==> config.mk <==
export PLATFORM = sky130hd
export DESIGN_NAME = ga_run_sequencer
export DESIGN_NICKNAME = d
export VERILOG_FILES = /design/src/rtl/ga_run_sequencer.sv
export SDC_FILE = /design/constraint.sdc
export NUM_CORES = 1
export LEC_CHECK = 0
export ABC_CLOCK_PERIOD_IN_PS = 2650
export CAP_MARGIN = 10
export CORE_UTILIZATION = 50
export CTS_BUF_LIST = sky130_fd_sc_hd__clkbuf_2
export CTS_CLUSTER_DIAMETER = 120
export DETAILED_ROUTE_END_ITERATION = 8
export PLACE_DENSITY = 0.8
export SETUP_SLACK_MARGIN = 0.2
export SLEW_MARGIN = 20
export SYNTH_ARGS = -nofsm -noshare
export SYNTH_HDL_FRONTEND = slang
export SYNTH_SLANG_ARGS = --single-unit
==> constraint.sdc <==
create_clock -name clk -period 2.65 [get_ports clk]
set_input_delay 0.53 -clock clk [delete_from_list [all_inputs] [get_ports clk]]
set_output_delay 0.53 -clock clk [all_outputs]
set_load 0.005 [all_outputs]
==> src/rtl/ga_run_sequencer.sv <==
// Generation scheduler for the GA engine: drives init/eval/breed/mutate stages through
// start/done handshakes, hands out xorshift32 seeds, tracks best fitness and guards each stage.
module ga_run_sequencer #(
  parameter int unsigned GEN_W   = 16,
  parameter int unsigned FIT_W   = 16,
  parameter int unsigned TIMEOUT = 100000
) (
  input  logic             clk,
  input  logic             rst_n,
  input  logic             start,
  input  logic [GEN_W-1:0] max_gen,
  input  logic [FIT_W-1:0] fit_target,
  input  logic [31:0]      prg_seed,
  output logic             init_start,
  input  logic             init_done,
  output logic             eval_start,
  input  logic             eval_done,
  input  logic [FIT_W-1:0] eval_best,
  output logic             breed_start,
  input  logic             breed_done,
  output logic             mut_start,
  input  logic             mut_done,
  output logic [31:0]      stage_seed,
  output logic [GEN_W-1:0] gen_count,
  output logic [FIT_W-1:0] best_fit,
  output logic             busy,
  output logic             done,
  output logic             error
);

  localparam int unsigned WdW = $clog2(TIMEOUT + 1);

  typedef enum logic [2:0] {
    StIdle,
    StInit,
    StEval,
    StCheck,
    StBreed,
    StMutate,
    StFin,
    StFail
  } state_e;

  state_e           state_q;
  logic [GEN_W-1:0] max_gen_q;
  logic [FIT_W-1:0] fit_target_q;
  logic [WdW-1:0]   wd_q;
  logic             init_done_q;
  logic             eval_done_q;
  logic             breed_done_q;
  logic             mut_done_q;

  logic             stage_rise;
  logic             in_stage;
  logic             wd_expired;
  logic [31:0]      seed_next;

  function automatic logic [31:0] xorshift32(input logic [31:0] x);
    logic [31:0] y;
    y = x ^ (x << 13);
    y = y ^ (y >> 17);
    y = y ^ (y << 5);
    return y;
  endfunction

  assign seed_next = xorshift32(stage_seed);

  // Completion only on a fresh rising edge of the running stage's done, never in its pulse cycle,
  // so a level left high by an earlier transaction cannot finish a new stage.
  always_comb begin
    stage_rise = 1'b0;
    in_stage   = 1'b1;
    case (state_q)
      StInit:   stage_rise = init_done  & ~init_done_q  & ~init_start;
      StEval:   stage_rise = eval_done  & ~eval_done_q  & ~eval_start;
      StBreed:  stage_rise = breed_done & ~breed_done_q & ~breed_start;
      StMutate: stage_rise = mut_done   & ~mut_done_q   & ~mut_start;
      default:  in_stage   = 1'b0;
    endcase
  end

  assign wd_expired = in_stage && (wd_q == WdW'(TIMEOUT - 1));

  always_ff @(posedge clk or negedge rst_n) begin
    if (!rst_n) begin
      state_q      <= StIdle;
      max_gen_q    <= '0;
      fit_target_q <= '0;
      wd_q         <= '0;
      init_done_q  <= 1'b0;
      eval_done_q  <= 1'b0;
      breed_done_q <= 1'b0;
      mut_done_q   <= 1'b0;
      init_start   <= 1'b0;
      eval_start   <= 1'b0;
      breed_start  <= 1'b0;
      mut_start    <= 1'b0;
      stage_seed   <= '0;
      gen_count    <= '0;
      best_fit     <= '0;
      busy         <= 1'b0;
      done         <= 1'b0;
      error        <= 1'b0;
    end else begin
      init_done_q  <= init_done;
      eval_done_q  <= eval_done;
      breed_done_q <= breed_done;
      mut_done_q   <= mut_done;
      init_start   <= 1'b0;
      eval_start   <= 1'b0;
      breed_start  <= 1'b0;
      mut_start    <= 1'b0;
      if (in_stage) begin
        wd_q <= wd_q + WdW'(1);
      end

      case (state_q)
        StIdle, StFin, StFail: begin
          if (start) begin
            max_gen_q    <= max_gen;
            fit_target_q <= fit_target;
            stage_seed   <= (prg_seed == 32'h0) ? 32'h1 : prg_seed;
            gen_count    <= '0;
            best_fit     <= '0;
            done         <= 1'b0;
            error        <= 1'b0;
            busy         <= 1'b1;
            init_start   <= 1'b1;
            wd_q         <= '0;
            state_q      <= StInit;
          end
        end

        StInit: begin
          if (stage_rise) begin
            eval_start <= 1'b1;
            stage_seed <= seed_next;
            wd_q       <= '0;
            state_q    <= StEval;
          end else if (wd_expired) begin
            busy    <= 1'b0;
            error   <= 1'b1;
            state_q <= StFail;
          end
        end

        StEval: begin
          if (stage_rise) begin
            if (eval_best > best_fit) begin
              best_fit <= eval_best;
            end
            state_q <= StCheck;
          end else if (wd_expired) begin
            busy    <= 1'b0;
            error   <= 1'b1;
            state_q <= StFail;
          end
        end

        StCheck: begin
          if ((best_fit >= fit_target_q) || (gen_count == max_gen_q)) begin
            busy    <= 1'b0;
            done    <= 1'b1;
            state_q <= StFin;
          end else begin
            breed_start <= 1'b1;
            stage_seed  <= seed_next;
            wd_q        <= '0;
            state_q     <= StBreed;
          end
        end

        StBreed: begin
          if (stage_rise) begin
            mut_start  <= 1'b1;
            stage_seed <= seed_next;
            wd_q       <= '0;
            state_q    <= StMutate;
          end else if (wd_expired) begin
            busy    <= 1'b0;
            error   <= 1'b1;
            state_q <= StFail;
          end
        end

        StMutate: begin
          if (stage_rise) begin
            gen_count  <= gen_count + GEN_W'(1);
            eval_start <= 1'b1;
            stage_seed <= seed_next;
            wd_q       <= '0;
            state_q    <= StEval;
          end else if (wd_expired) begin
            busy    <= 1'b0;
            error   <= 1'b1;
            state_q <= StFail;
          end
        end

        default: state_q <= StIdle;
      endcase
    end
  end

endmodule

Word level (Yosys, flattened, before mapping)
Cells that the tools add are included.
Widths: inputs -> output; s select.

storage, ports and cells
  register bits after elaboration = 127
  output and inout port bits = 71

cells by class
  $lt $le $gt $ge = 2
  reductions and logical operators = 20
  multiplexer cells = 43
  add/subtract/negate cells = 2
  eq/ne operators = 18
  bitwise operators = 19

operators with widths
  cell                   number
  $mux 32                4
  $pmux 32 s3            1
  $mux 17                4
  $mux 16                4
  $pmux 16 s2            2
  $xor 32x32->32         2
  $pmux 17 s3            1
  $logic_not 32->1       1
  $xor 32x15->32         1
  $add 17x1->17 const B  1
  $eq 17x17->1 const B   1
  $add 16x1->16 const B  1
  $eq 16x16->1           1
  $ge 16x16->1           1
  $gt 16x16->1           1
  $mux 1                 16
  $reduce_and 4->1       4
  $mux 3                 5
  $pmux 3 s5             1
  $ne 2x2->1 const B     7
  $eq 3x3->1 const B     4
  $and 1x1->1            8
  $not 1->1              8
  $reduce_bool 2->1      4
  other kinds (16)       21

Logic depth before layout (Yosys ltp)
  depth after elaboration = 7
  depth in mapped cells = 12
  depth with buffers taken out = 9

Worst setup path before layout
OpenSTA, ideal clock, no wires.

  kind = register -> register
  start point = register best_fit[6]
  end point = register stage_seed[12]
  path buffers = 2
  library setup time = 0.125 ns
  slack = 0.205 ns
  cell stages (with the launch flop) = 11
  required time = 2.525 ns
  arrival = 2.320 ns
  cell sequence = dfrtp_1 ha_1 a21o_1 a2111oi_0 o21ai_0 nand4b_1 a21oi_1 nor2b_1 buf_2 buf_6 mux2_4

on the way
  cells in the longest elaborated chain, start to end = 4

RTL lines
  element                            RTL line  text
  from (decl)                        25        output logic [FIT_W-1:0] best_fit,
  from (signal assigned)             150       best_fit <= eval_best;
  $ge 16x16->1                       161       if ((best_fit >= fit_target_q) || (gen_count == max_gen_q)) begin
  $logic_or 1x1->1                   161
  $ne 2x2->1 (no source line)        --
  $reduce_and 4->1 (no source line)  --
  to (signal assigned)               167       stage_seed <= seed_next;
  to (signal assigned)               176       stage_seed <= seed_next;
  to (signal assigned)               190       stage_seed <= seed_next;
  to (decl)                          23        output logic [31:0] stage_seed,

Every way passes these cells.
A chain may end at the register's enable or synchronous reset.

Worst setup path after layout
  start point = register best_fit[9]
  end point = register stage_seed[12]

The elaborated chain is that of the path after synthesis.

==> flow_summary_export.csv <==
group,metric,value,unit
clock_tree,cts_buffers,17,
logic_synthesis,ys_top_cells_by_area,"dfrtp_1 43%, xnor2_1 8.1%, nand2_1 6.2%",
grt,grt_max_degree,80,
setup_path,end_kind,"flop",
die,core_area,14500,um2
clock_tree,cts_tree,"done",
die,die_w,124,um
setup_path,critical_path_buf_inv_count,1,
grt,grt_overflow_total,0,
timing,max_slew.worst_pin.slew,793,ps
routing,drtPass1Iterations,5,
logic_synthesis,ys_seq_area_share,42.7,%
timing,relSlewSlack,47.2,%
grt,grt.total_usage,26.6,%
routing,viasPerCell,5.55,
logic_synthesis,yosysMostFrequentCell,"dfrtp_1",
min_path,holdPathStages,1,
grt,grt_pass1_wl,31100,um
grt,first_global_vias,6422,
min_path,min_path_type,"in2reg",
routing,vias,6822,
die,die_y,124,um
routing,drtIter0Drc,497,
grt,antenna_found_initial,0,
timing,hold_violations,0,
setup_path,cp_cell_sequence,"ha_1 > a21oi_1 > o21ai_0 > a211oi_2 > a21oi_4 > nor2b_4 > clkbuf_16 > mux2_4",
timing,max_freq,417,MHz
routing,drc,0,
final_layout,final_cells,1229,
timing,finalCritPeriodShare,90.6,%
routing,ant_nets,0,
placed_design,io_buffers,157,
logic_synthesis,syn-num-nets,938,
logic_synthesis,syn_area,7450,um2
die,io_pins,158,
logic_synthesis,synth_top_area_cell,"dfrtp_1",
logic_synthesis,yosysWarnings,0,
min_path,hp-start,"eval_done",
final_layout,final_util,68.7,%
pwr,leakagePower,4.41,nW
die,initial_core_util,51.2,%
setup_path,rr_endpoint,"stage_seed[12]",
die,die_area,15400,um2
logic_synthesis,async_flop_share,100,%
setup_path,path_class,"reg2reg",
logic_synthesis,synthFlopType,"dfrtp_1",
placed_design,gp_congestion,0.914,
timing,period_needed,2400,ps
clock_tree,clockRootBuffer,"clkbuf_2",
clock_tree,cts_sinks,127,
setup_path,path_max_fanout,7,
timing,worst_slack,249,ps
setup_path,rr_startpoint,"best_fit[9]",
final_layout,final_net_count,1152,
clock_tree,insertion_delay,720,ps
die,fp-row-count,44,
clock_tree,clk_pin_slew,200,ps
timing,rsz0062_at_grt,"yes",
outcome,status,"complete, no violations",
logic_synthesis,synth.distinct_cells,54,
setup_path,critical-path-slowest-cell,"dfrtp_1",
logic_synthesis,ys_ff_latch,127,
min_path,hold_end,"eval_done_q",
placed_design,dpl.cell_count,1187,
final_layout,final_layout_size_suffix_gt1_share,13.9,%
setup_path,crit_required,3260,ps
logic_synthesis,synth_commonest_cells,"127 x dfrtp_1, 123 x nand2_1, 72 x o21ai_0",
setup_path,reg2reg_depth,8,
final_layout,area_growth,34.1,%
clock_tree,clockBufferDepth,2,
logic_synthesis,synth-edff-count,0,
placed_design,dpl_cell_area,9610,um2
setup_path,arrival,3010,ps
routing,wl_per_cell,16.4,um
pwr,power_density,1140,nW/um2
logic_synthesis,synth.top_cell.area_share,42.7,%
pwr,ir_drop,818,uV
placed_design,dp_hpwl,14400,um
logic_synthesis,syn_inst,817,
timing,setup_viol,0,
logic_synthesis,post_synth.cell_area_avg,9.12,um2
setup_path,r2r_slack,250,ps
run,max_cap_violations,0,
timing,slew_viol_final,0,
placed_design,dp_slack,-495,ps
clock_tree,h-tree-depth,4,
routing,drt-total-wl,20200,um
setup_path,cp-start-kind,"flop",
final_layout,final_area,9990,um2
setup_path,crit_family,"compound AO/OA/AOI/OAI gates",
timing,clock_skew,52.3,ps
setup_path,slowest_delay,430,ps
layer usage:
metal / track usage (%) / part of all wire, % / vias to the layer above
met4: 8.33 / 1.8 / 0
met3: 7.46 / 8.6 / 27
met1: 34.1 / 42 / 3270
li1: - / - / 3228
met2: 43.3 / 48 / 297
met5: 0 / 0 / -
worst max-delay path by stage:
stage                                end    startpoint  cells past startpoint  slack (ps)
after floorplan           stage_seed[12]   best_fit[6]                     10         210
after global placement          wd_q[13]     init_done                      8        -410
after detailed placement        wd_q[12]     init_done                      8        -500
after CTS                  stage_seed[8]   best_fit[6]                      9         200
after global routing      stage_seed[12]  best_fit[11]                      8         160
final                     stage_seed[12]   best_fit[9]                      8         250
cells by family (layout without fill, tap and decap cells):
kind of cell | count (synthesis) | count (layout) | share of synthesized area, %
compound gates | 161 | 161 | 13.0
xor+xnor | 101 | 101 | 11.9
fa+ha+maj | 35 | 35 | 5.85
buf+inv | 79 | 306 | 4.62
flops | 127 | 127 | 42.7
mux | 17 | 17 | 2.60
other cells | 0 | 1 | 0
simple gates | 297 | 297 | 19.4
what timing repair did:
item / 4_1_cts / 5_1_grt
endpoints found under the hold margin: 40 / 0
buffers inserted: 4 / 2
setup endpoints to repair: 49 / 59
gates cloned: 1 / 1
pin swaps: 1 / 5
gates resized for setup: 8 / 21
hold buffers: 1 / 0
power by group:
group,switching [mW],internal [mW],leakage [nW]
clock network,0.704,0.345,0.130
registers,0.665,2.58,1.63
logic,3.51,3.58,2.65
total,4.88,6.51,4.41
worst register-to-register path, cell delays in order (launching register included):
cell       delay, ps
dfrtp_1          430
ha_1             310
a21oi_1          160
o21ai_0          150
a211oi_2         400
a21oi_4          130
nor2b_4          210
clkbuf_16        200
mux2_4           290
per-stage QoR:
stage | setup TNS (ps) | hold WS, ps | power [mW]
after floorplan | 0 | 234 | 7.71
after global placement | -12220 | 469 | 9.64
after detailed placement | -15830 | 470 | 9.83
after CTS | 0 | 213 | 11.1
after global routing | 0 | 191 | 12.3
final | 0 | 277 | 11.4
final cells by class:
cell class | count | area (um2)
fillers | 1123 | 4540
multi-input cells | 611 | 4020
flip-flops and latches | 127 | 3180
repair buffers | 235 | 2230
well taps | 184 | 230
inverters | 39 | 146
clock buffers | 23 | 115
clock inverters | 9 | 68.8
diodes | 1 | 2.50
flip-flops by register name, indices dropped and copies added, names as in the netlist:
register,count
state_q,3
max_gen_q,16
eval_start,1
init_done_q,1
mut_start,1
gen_count,16
fit_target_q,16
init_start,1
wd_q,17
done,1
mut_done_q,1
eval_done_q,1
best_fit,16
busy,1
stage_seed,32
breed_done_q,1
error,1
breed_start,1
layout by cell type, fill, tap and decap left out, types with 24 or more instances in the layout:
cell,Yosys,final
inv_1,38,37
clkdlybuf4s50_1,0,156
xor2_1,32,32
xnor2_1,69,69
buf_4,1,70
dfrtp_1,127,124
nand3_1,24,24
nand2_1,123,123
a21oi_1,39,37
ha_1,34,33
nor2_1,58,58
o21ai_0,72,67
Power figures use the tool's default switching activity.
